File: config.mk
export PLATFORM = sky130hd
export DESIGN_NAME = ps2_key_decoder
export DESIGN_NICKNAME = d
export VERILOG_FILES = /design/src/rtl/ps2_key_decoder.sv
export SDC_FILE = /design/constraint.sdc
export NUM_CORES = 1
export LEC_CHECK = 0
export CORE_ASPECT_RATIO = 1.25
export CORE_MARGIN = 2
export CORE_UTILIZATION = 50
export CTS_BUF_LIST = sky130_fd_sc_hd__clkbuf_8
export CTS_CLUSTER_DIAMETER = 60
export DETAILED_ROUTE_END_ITERATION = 16
export GPL_TIMING_DRIVEN = 0
export PLACE_DENSITY = 0.77
export SYNTH_ARGS = -nofsm -noshare
export SYNTH_HDL_FRONTEND = slang
export SYNTH_SLANG_ARGS = --single-unit
export TNS_END_PERCENT = 30
File: constraint.sdc
create_clock -name clock -period 4.1 [get_ports clock]
set_input_delay 0.82 -clock clock [delete_from_list [all_inputs] [get_ports clock]]
set_output_delay 0.82 -clock clock [all_outputs]
set_load 0.03 [all_outputs]
File: src/rtl/ps2_key_decoder.sv
// PS/2 keyboard receiver: filters the raw PS/2 clock, deframes bytes and turns the arrow keys
// and 'S' into single-cycle command pulses. Receive-only; the PS/2 lines are never driven.
module ps2_key_decoder #(
    parameter int unsigned FILTER_LEN = 8,
    parameter int unsigned TIMEOUT    = 50000
) (
    input  logic       clock,
    input  logic       resetn,
    input  logic       ps2_clk,
    input  logic       ps2_dat,
    output logic [3:0] direction,
    output logic       start_pulse,
    output logic       byte_valid,
    output logic [7:0] scancode,
    output logic       frame_error
);

    localparam int unsigned FCW = (FILTER_LEN > 1) ? $clog2(FILTER_LEN) : 1;
    localparam int unsigned TCW = $clog2(TIMEOUT + 1);

    typedef enum logic [1:0] {StIdle, StData, StParity, StStop} state_e;

    // Input synchronizers and glitch filter
    logic           clk_s1_q, clk_s1_d, clk_s2_q, clk_s2_d;
    logic           dat_s1_q, dat_s1_d, dat_s2_q, dat_s2_d;
    logic           filt_q, filt_d;
    logic [FCW-1:0] filt_cnt_q, filt_cnt_d;

    // Frame receiver
    state_e         state_q, state_d;
    logic [2:0]     bit_cnt_q, bit_cnt_d;
    logic [7:0]     shift_q, shift_d;
    logic           parity_q, parity_d;
    logic [TCW-1:0] tmo_q, tmo_d;

    // Decoder state; held bits are {start, up, down, left, right}
    logic           ext_q, ext_d, brk_q, brk_d;
    logic [4:0]     held_q, held_d;

    // Registered outputs
    logic [3:0]     direction_q, direction_d;
    logic           start_q, start_d;
    logic           byte_valid_q, byte_valid_d;
    logic [7:0]     scancode_q, scancode_d;
    logic           frame_error_q, frame_error_d;

    // Per-cycle events
    logic           fall, bit_in, good, error, timeout_hit;
    logic [4:0]     key_mask;

    // Next-state logic: filter, receive FSM, timeout and key decode
    always_comb begin
        clk_s1_d      = ps2_clk;
        clk_s2_d      = clk_s1_q;
        dat_s1_d      = ps2_dat;
        dat_s2_d      = dat_s1_q;
        filt_d        = filt_q;
        filt_cnt_d    = filt_cnt_q;
        state_d       = state_q;
        bit_cnt_d     = bit_cnt_q;
        shift_d       = shift_q;
        parity_d      = parity_q;
        tmo_d         = tmo_q;
        ext_d         = ext_q;
        brk_d         = brk_q;
        held_d        = held_q;
        direction_d   = 4'b0000;
        start_d       = 1'b0;
        byte_valid_d  = 1'b0;
        scancode_d    = scancode_q;
        frame_error_d = 1'b0;
        good          = 1'b0;
        error         = 1'b0;
        key_mask      = 5'b00000;

        // Flip the filtered level only after FILTER_LEN consecutive differing samples
        if (clk_s2_q == filt_q) begin
            filt_cnt_d = '0;
        end else if (filt_cnt_q == FCW'(FILTER_LEN - 1)) begin
            filt_d     = clk_s2_q;
            filt_cnt_d = '0;
        end else begin
            filt_cnt_d = filt_cnt_q + 1'b1;
        end
        fall   = filt_q & ~filt_d;
        bit_in = dat_s2_q;

        // A fall on the terminal-count cycle wins over the timeout
        timeout_hit = (state_q != StIdle) && !fall && (tmo_q == TCW'(TIMEOUT));
        if (state_q == StIdle || fall) begin
            tmo_d = '0;
        end else begin
            tmo_d = tmo_q + 1'b1;
        end

        if (fall) begin
            case (state_q)
                StIdle: begin
                    if (!bit_in) begin
                        state_d   = StData;
                        bit_cnt_d = 3'd0;
                    end else begin
                        error = 1'b1;
                    end
                end
                StData: begin
                    shift_d   = {bit_in, shift_q[7:1]};
                    bit_cnt_d = bit_cnt_q + 1'b1;
                    if (bit_cnt_q == 3'd7) begin
                        state_d = StParity;
                    end
                end
                StParity: begin
                    parity_d = bit_in;
                    state_d  = StStop;
                end
                StStop: begin
                    state_d = StIdle;
                    if (bit_in && (^{shift_q, parity_q})) begin
                        good = 1'b1;
                    end else begin
                        error = 1'b1;
                    end
                end
                default: state_d = StIdle;
            endcase
        end else if (timeout_hit) begin
            state_d = StIdle;
            error   = 1'b1;
        end

        if (error) begin
            frame_error_d = 1'b1;
            ext_d         = 1'b0;
            brk_d         = 1'b0;
        end

        if (good) begin
            byte_valid_d = 1'b1;
            scancode_d   = shift_q;
            if (shift_q == 8'hE0) begin
                ext_d = 1'b1;
            end else if (shift_q == 8'hF0) begin
                brk_d = 1'b1;
            end else begin
                case (shift_q)
                    8'h75:   key_mask = ext_q ? 5'b01000 : 5'b00000;
                    8'h72:   key_mask = ext_q ? 5'b00100 : 5'b00000;
                    8'h6B:   key_mask = ext_q ? 5'b00010 : 5'b00000;
                    8'h74:   key_mask = ext_q ? 5'b00001 : 5'b00000;
                    8'h1B:   key_mask = ext_q ? 5'b00000 : 5'b10000;
                    default: key_mask = 5'b00000;
                endcase
                if (key_mask != 5'b00000) begin
                    if (brk_q) begin
                        held_d = held_q & ~key_mask;
                    end else if ((held_q & key_mask) == 5'b00000) begin
                        // First make only; typematic repeats stay silent
                        held_d      = held_q | key_mask;
                        start_d     = key_mask[4];
                        direction_d = key_mask[3:0];
                    end
                end
                ext_d = 1'b0;
                brk_d = 1'b0;
            end
        end
    end

    // State registers with synchronous active-low reset; filter path idles high
    always_ff @(posedge clock) begin
        if (!resetn) begin
            clk_s1_q      <= 1'b1;
            clk_s2_q      <= 1'b1;
            dat_s1_q      <= 1'b1;
            dat_s2_q      <= 1'b1;
            filt_q        <= 1'b1;
            filt_cnt_q    <= '0;
            state_q       <= StIdle;
            bit_cnt_q     <= 3'd0;
            shift_q       <= 8'h00;
            parity_q      <= 1'b0;
            tmo_q         <= '0;
            ext_q         <= 1'b0;
            brk_q         <= 1'b0;
            held_q        <= 5'b00000;
            direction_q   <= 4'b0000;
            start_q       <= 1'b0;
            byte_valid_q  <= 1'b0;
            scancode_q    <= 8'h00;
            frame_error_q <= 1'b0;
        end else begin
            clk_s1_q      <= clk_s1_d;
            clk_s2_q      <= clk_s2_d;
            dat_s1_q      <= dat_s1_d;
            dat_s2_q      <= dat_s2_d;
            filt_q        <= filt_d;
            filt_cnt_q    <= filt_cnt_d;
            state_q       <= state_d;
            bit_cnt_q     <= bit_cnt_d;
            shift_q       <= shift_d;
            parity_q      <= parity_d;
            tmo_q         <= tmo_d;
            ext_q         <= ext_d;
            brk_q         <= brk_d;
            held_q        <= held_d;
            direction_q   <= direction_d;
            start_q       <= start_d;
            byte_valid_q  <= byte_valid_d;
            scancode_q    <= scancode_d;
            frame_error_q <= frame_error_d;
        end
    end

    assign direction   = direction_q;
    assign start_pulse = start_q;
    assign byte_valid  = byte_valid_q;
    assign scancode    = scancode_q;
    assign frame_error = frame_error_q;

endmodule

# Word level (Yosys, flattened, before mapping)

Index checks and enable logic that the tools add are counted.

Bits in registers: 60
Bits of input ports: 4
Output and inout bits: 15
Word-level logic and storage cells: 110

Add/sub/neg operators: 3
Equal/unequal tests: 17
Multiplexer cells: 38
Bitwise operators: 12
Reductions and logical operators: 21

Operators by type and width:

| kind                  | number |
|---|---|
| $eq 8x7->1 const B    | 4 |
| $mux 5                | 6 |
| $pmux 5 s5            | 1 |
| $mux 1                | 20 |
| $add 16x1->16 const B | 1 |
| $eq 16x16->1 const B  | 1 |
| $eq 8x8->1 const B    | 2 |
| $and 5x5->5           | 2 |
| $mux 2                | 5 |
| $reduce_xor 9->1      | 1 |
| $eq 8x5->1 const B    | 1 |
| $pmux 2 s4            | 1 |
| $reduce_bool 2->1     | 4 |
| $not 1->1             | 7 |
| $reduce_or 7->1       | 1 |
| $add 3x1->3 const B   | 2 |
| $eq 3x3->1 const B    | 2 |
| $mux 3                | 2 |
| $ne 3x3->1 const B    | 2 |
| $pmux 3 s2            | 1 |
| $reduce_and 3->1      | 2 |
| $logic_not 5->1       | 1 |
| $not 5->5             | 1 |
| $or 5x5->5            | 1 |
| other kinds (16)      | 20 |

# Longest topological paths before layout

Word-level depth: 14
Mapped depth: 9
Gate-level depth less buffers: 7

# Worst setup path before layout

Ideal clock, no wire load.

Path type: register -> register
Start: register filt_cnt_q[0]
End: register state_q[1]
Setup time: 70 ps
Arrival time: 2149 ps
Required time: 4030 ps
Slack: 1881 ps
Stages on the path, launching flop included: 8
Buffers on the path: 0
Clock period less this slack: 2219 ps
Cells stage by stage: dfxtp_1 -> ha_1 -> ha_1 -> and3b_1 -> or4b_2 -> o21ba_1 -> or3_1 -> a21oi_1

Longest elaborated chain between the ends: 10
Elaborated cells between the ends (all ways): 13
Classes of those cells: eq/ne: 3; mux: 3; bitwise: 2; reduce/logical: 5

Ends and longest elaborated chain:

| item                               | line | text |
|---|---|---|
| start, declared                    | 27   | `logic [FCW-1:0] filt_cnt_q, filt_cnt_d;` |
| start signal, assigned             | 198  | `filt_cnt_q <= filt_cnt_d;` |
| $eq 3x3->1 *                       | 79   | `end else if (filt_cnt_q == FCW'(FILTER_LEN - 1)) begin` |
| $mux 1 *                           | 79   |  |
| $mux 1 *                           | 77   | `if (clk_s2_q == filt_q) begin` |
| $not 1->1 *                        | 85   | `fall = filt_q & ~filt_d;` |
| $and 1x1->1 *                      | 85   |  |
| $logic_not 1->1                    | 89   | `timeout_hit = (state_q != StIdle) && !fall && (tmo_q == TCW'(TIMEOUT));` |
| $logic_and 1x1->1 (2 in series)    | 89   |  |
| $reduce_bool 2->1 (no source line) | --   |  |
| $reduce_and 3->1 (no source line)  | --   |  |
| end signal, assigned               | 179  | `state_q <= StIdle;` |
| end signal, assigned               | 199  | `state_q <= state_d;` |
| end, declared                      | 30   | `state_e state_q, state_d;` |

Every way passes the cells marked *; elsewhere a longest branch is shown, timed or not.
A chain may end at the register's enable or synchronous reset.

# Worst setup path in the final report

Start: register filt_cnt_q[0]
End: register direction_q[1], in the netlist direction[1]

Longest elaborated chain between the ends: 8

Ends and longest elaborated chain:

| item                             | line | text |
|---|---|---|
| $eq 3x3->1                       | 79   |  |
| $mux 1                           | 79   |  |
| $mux 1                           | 77   |  |
| $not 1->1                        | 85   |  |
| $and 1x1->1                      | 85   |  |
| $mux 1                           | 96   | `if (fall) begin` |
| $not 1->1 (no source line)       | --   |  |
| $reduce_or 7->1 (no source line) | --   |  |
| end signal, assigned             | 207  | `direction_q <= direction_d;` |
| end, declared                    | 41   | `logic [3:0] direction_q, direction_d;` |

Every way passes these cells.

==> results.sh <==
export IMPL_run_status="completed"
export IMPL_p_leak_nw=1.053
export IMPL_synth_compound_area_share_pct=12.71
export IMPL_postRouteAntennaNets=0
export IMPL_grt_pass1_vias=2224
export IMPL_insertion_delay_ps=340
export IMPL_die_w_um=69.68
export IMPL_clock_sinks=60
export IMPL_wl_mm=5.433
export IMPL_syn_to_final_growth_pct=17.08
export IMPL_relSlewSlack_pct=58.37
export IMPL_ctsHoldBuffers=0
export IMPL_muxShareOfSynthArea_pct=0.7889
export IMPL_wl_met1_mm=2.303
export IMPL_drv_cap=0
export IMPL_drc=0
export IMPL_yosysWarnings=0
export IMPL_antenna_found_initial=0
export IMPL_placed_cell_area_um2=2954
export IMPL_htreeDepth=3
export IMPL_fill_cells=466
export IMPL_drtIter0Drc=208
export IMPL_power_density_nw_per_um2=358.8
export IMPL_highest_layer="met4"
export IMPL_ff2ff_setup_slack_ps=1640
export IMPL_grt_max_degree=11
export IMPL_timing_final_max_slew_violations=0
export IMPL_irDropWorstVdd_mv=0.2590
export IMPL_fin_crit_ps=2463
export IMPL_finClkSkew_ps=8.126
export IMPL_clkTransAtPathRegs_ps=60
export IMPL_synth_fa_ha_area_share_pct=4.640
export IMPL_synth_cell_types=43
export IMPL_r2r_start="filt_cnt_q[0]"
export IMPL_rsz0062_at_grt="no"
export IMPL_via_count=2282
export IMPL_reg2reg_depth=7
export IMPL_cts_buffers=9
export IMPL_synth_top_family_by_area="simple AND/OR/NAND/NOR gates"
export IMPL_yosysSeqAreaShare_pct=44.55
export IMPL_final_area_um2=3157
export IMPL_final_setup_tns_ps=0
export IMPL_worstPathArrival_ps=2720
export IMPL_dp_hpwl_mm=3.901
export IMPL_synthArstFlopShare_pct=0
export IMPL_die_y_um=86.11
export IMPL_start_util_pct=52.33
export IMPL_max_freq_mhz=405.9
export IMPL_place_gp_congestion=0.8668
export IMPL_synthCells=314
export IMPL_fp_row_count=29
export IMPL_critPathKind="flop to flop"
export IMPL_syn_nets=328
export IMPL_grt_total_usage_pct=20.10
export IMPL_synth_xor_area_share_pct=7.981
export IMPL_layout_drive_gt1_share_pct=7.184
export IMPL_firstDrtPassIters=4
export IMPL_synth_avg_cell_area_um2=8.587
export IMPL_cts_setup_buffers=0
export IMPL_setup_viol=0
export IMPL_io_buffers=18
export IMPL_cts_root_buf="clkbuf_8"
export IMPL_r2r_end="direction[1]"
export IMPL_hold_viol=0
export IMPL_holdPathEnd="clk_s2_q"
export IMPL_hold_path_cell_count=1
export IMPL_core_um2=5152
export IMPL_yosys_register_bits=60
export IMPL_critPathMaxFanout=10
export IMPL_io_pins=19
export IMPL_cts_resized=0
export IMPL_clockBufferDepth=2
export IMPL_wl_per_cell_um=13.25
export IMPL_tritoncts="yes"
export IMPL_synth_top_flop_cell="dfxtp_1"
export IMPL_cp_start_kind="flop"
export IMPL_yosys_area_share_simple_pct=24.92
export IMPL_worstMarginPinSlew_ps=618.7
export IMPL_hp_start="clk_s1_q"
export IMPL_layout_nets=357
export IMPL_die_area_um2=6000
export IMPL_grt_pass1_wl_mm=9.653
export IMPL_min_period_over_period_pct=60.08
export IMPL_cp_end_kind="flop"
export IMPL_met2_length_mm=2.839
export IMPL_netlist_area_um2=2696
export IMPL_antenna_cells=0
export IMPL_synth_edf_count=0
export IMPL_required_ps=4360
export IMPL_dr_wl_met3_um=186
export IMPL_hp_class="flop to flop"
export IMPL_grt_ovfl_total=0
export IMPL_via_per_inst=5.566
cell usage in the layout, fill, tap and decap left out, drive strengths merged, types with 2 or more instances in the layout:
| cell | n |
|---|---|
| xor2 | 9 |
| and2 | 3 |
| inv | 10 |
| o41ai | 2 |
| nand3 | 19 |
| clkdlybuf4s50 | 18 |
| clkinv | 2 |
| o21ai | 14 |
| xnor2 | 13 |
| or3 | 3 |
| a31oi | 4 |
| dfxtp | 60 |
| nand4 | 5 |
| clkbuf | 28 |
| or4b | 5 |
| nor3 | 11 |
| a32oi | 2 |
| nand2b | 5 |
| a311oi | 4 |
| nand2 | 33 |
| and3 | 5 |
| buf | 4 |
| or4 | 2 |
| ha | 10 |
| a21oi | 24 |
| nor2b | 2 |
| nor4 | 5 |
| nand3b | 2 |
| nor2 | 29 |
worst max-delay path by stage:
stage | startpoint | end | slack, ps | cells after the start
5_1_grt | filt_cnt_q[0] | scancode[1] | 1420 | 9
4_1_cts | filt_cnt_q[0] | brk_q | 1650 | 9
6_report | filt_cnt_q[0] | direction[1] | 1640 | 7
3_3_place_gp | resetn | bit_cnt_q[0] | 1540 | 5
2_1_floorplan | filt_cnt_q[0] | state_q[1] | 1880 | 7
3_5_place_dp | resetn | state_q[1] | 1520 | 5
logic make-up (layout without fill, tap and decap cells):
logic type / count (synthesis) / in the layout
AND/OR/NAND/NOR: 133 / 133
flip-flops: 60 / 60
AO/OA/AOI/OAI: 56 / 56
buffers and inverters: 30 / 64
XOR/XNOR: 23 / 23
adder cells (fa/ha/maj): 10 / 10
multiplexers: 2 / 2
per-stage QoR:
step / cells / hold WS, ps / power [mW] / setup slack (ps) / util [%]
floorplan: 314 / 386.3 / 0.6067 / 1881 / -
global placement: 394 / 391.7 / 0.6130 / 1545 / 57.33
detailed placement: 394 / 397.2 / 0.6133 / 1522 / 57.33
CTS: 410 / 411.8 / 1.141 / 1652 / 61.27
global route: 410 / 438.7 / 1.171 / 1420 / 61.27
finish: 410 / 407.8 / 1.133 / 1637 / 61.27
report_power, final:
part | internal [mW] | switching [mW] | total, mW
clock network | 0.309 | 0.223 | 0.533
registers | 0.585 | 0.00139 | 0.586
logic | 0.00529 | 0.00861 | 0.0139
routing by layer:
metal | GRT usage (%) | vias to the layer above
li1 | - | 1154
met1 | 21.18 | 1067
met2 | 35.84 | 48
met5 | 0 | -
met3 | 5.875 | 13
met4 | 11.36 | 0
sequential cells by signal (all words and copies together) (netlist names), 2 cells and up, named ones only:
name,cells
shift_q,8
filt_cnt_q,3
state_q,2
scancode,8
tmo_q,16
direction,4
bit_cnt_q,3
synthesized netlist by cell type (all sizes together), types with 9 or more instances:
cell type | instances | share of area, %
nor3 | 11 | 2.0
dfxtp | 60 | 45
xnor2 | 13 | 4.2
nand2 | 33 | 4.6
ha | 10 | 4.6
xor2 | 9 | 2.9
clkbuf | 17 | 2.5
nor2 | 29 | 4.0
nand3 | 19 | 3.5
o21ai | 14 | 2.6
inv | 9 | 1.3
a21oi | 24 | 4.5
cell type report:
type	count	area [um^2]	area share, %
buffer	21	85.08	2.695
sequential	60	1201	38.05
tap	62	77.57	2.457
multi-input combinational	224	1376	43.60
clock inverter	5	51.30	1.625
clock buffer	11	151.4	4.796
inverter	9	33.78	1.070
timing repair buffer	18	180.2	5.707
critical path, cell delays in order, from the launching register on:
cell and delay (ps):
dfxtp_1 340, ha_1 150, ha_1 240, and3b_1 210, clkbuf_1 320, nand3_1 290
or4_1 650, nor3_1 180
Power figures use the tool's default switching activity.
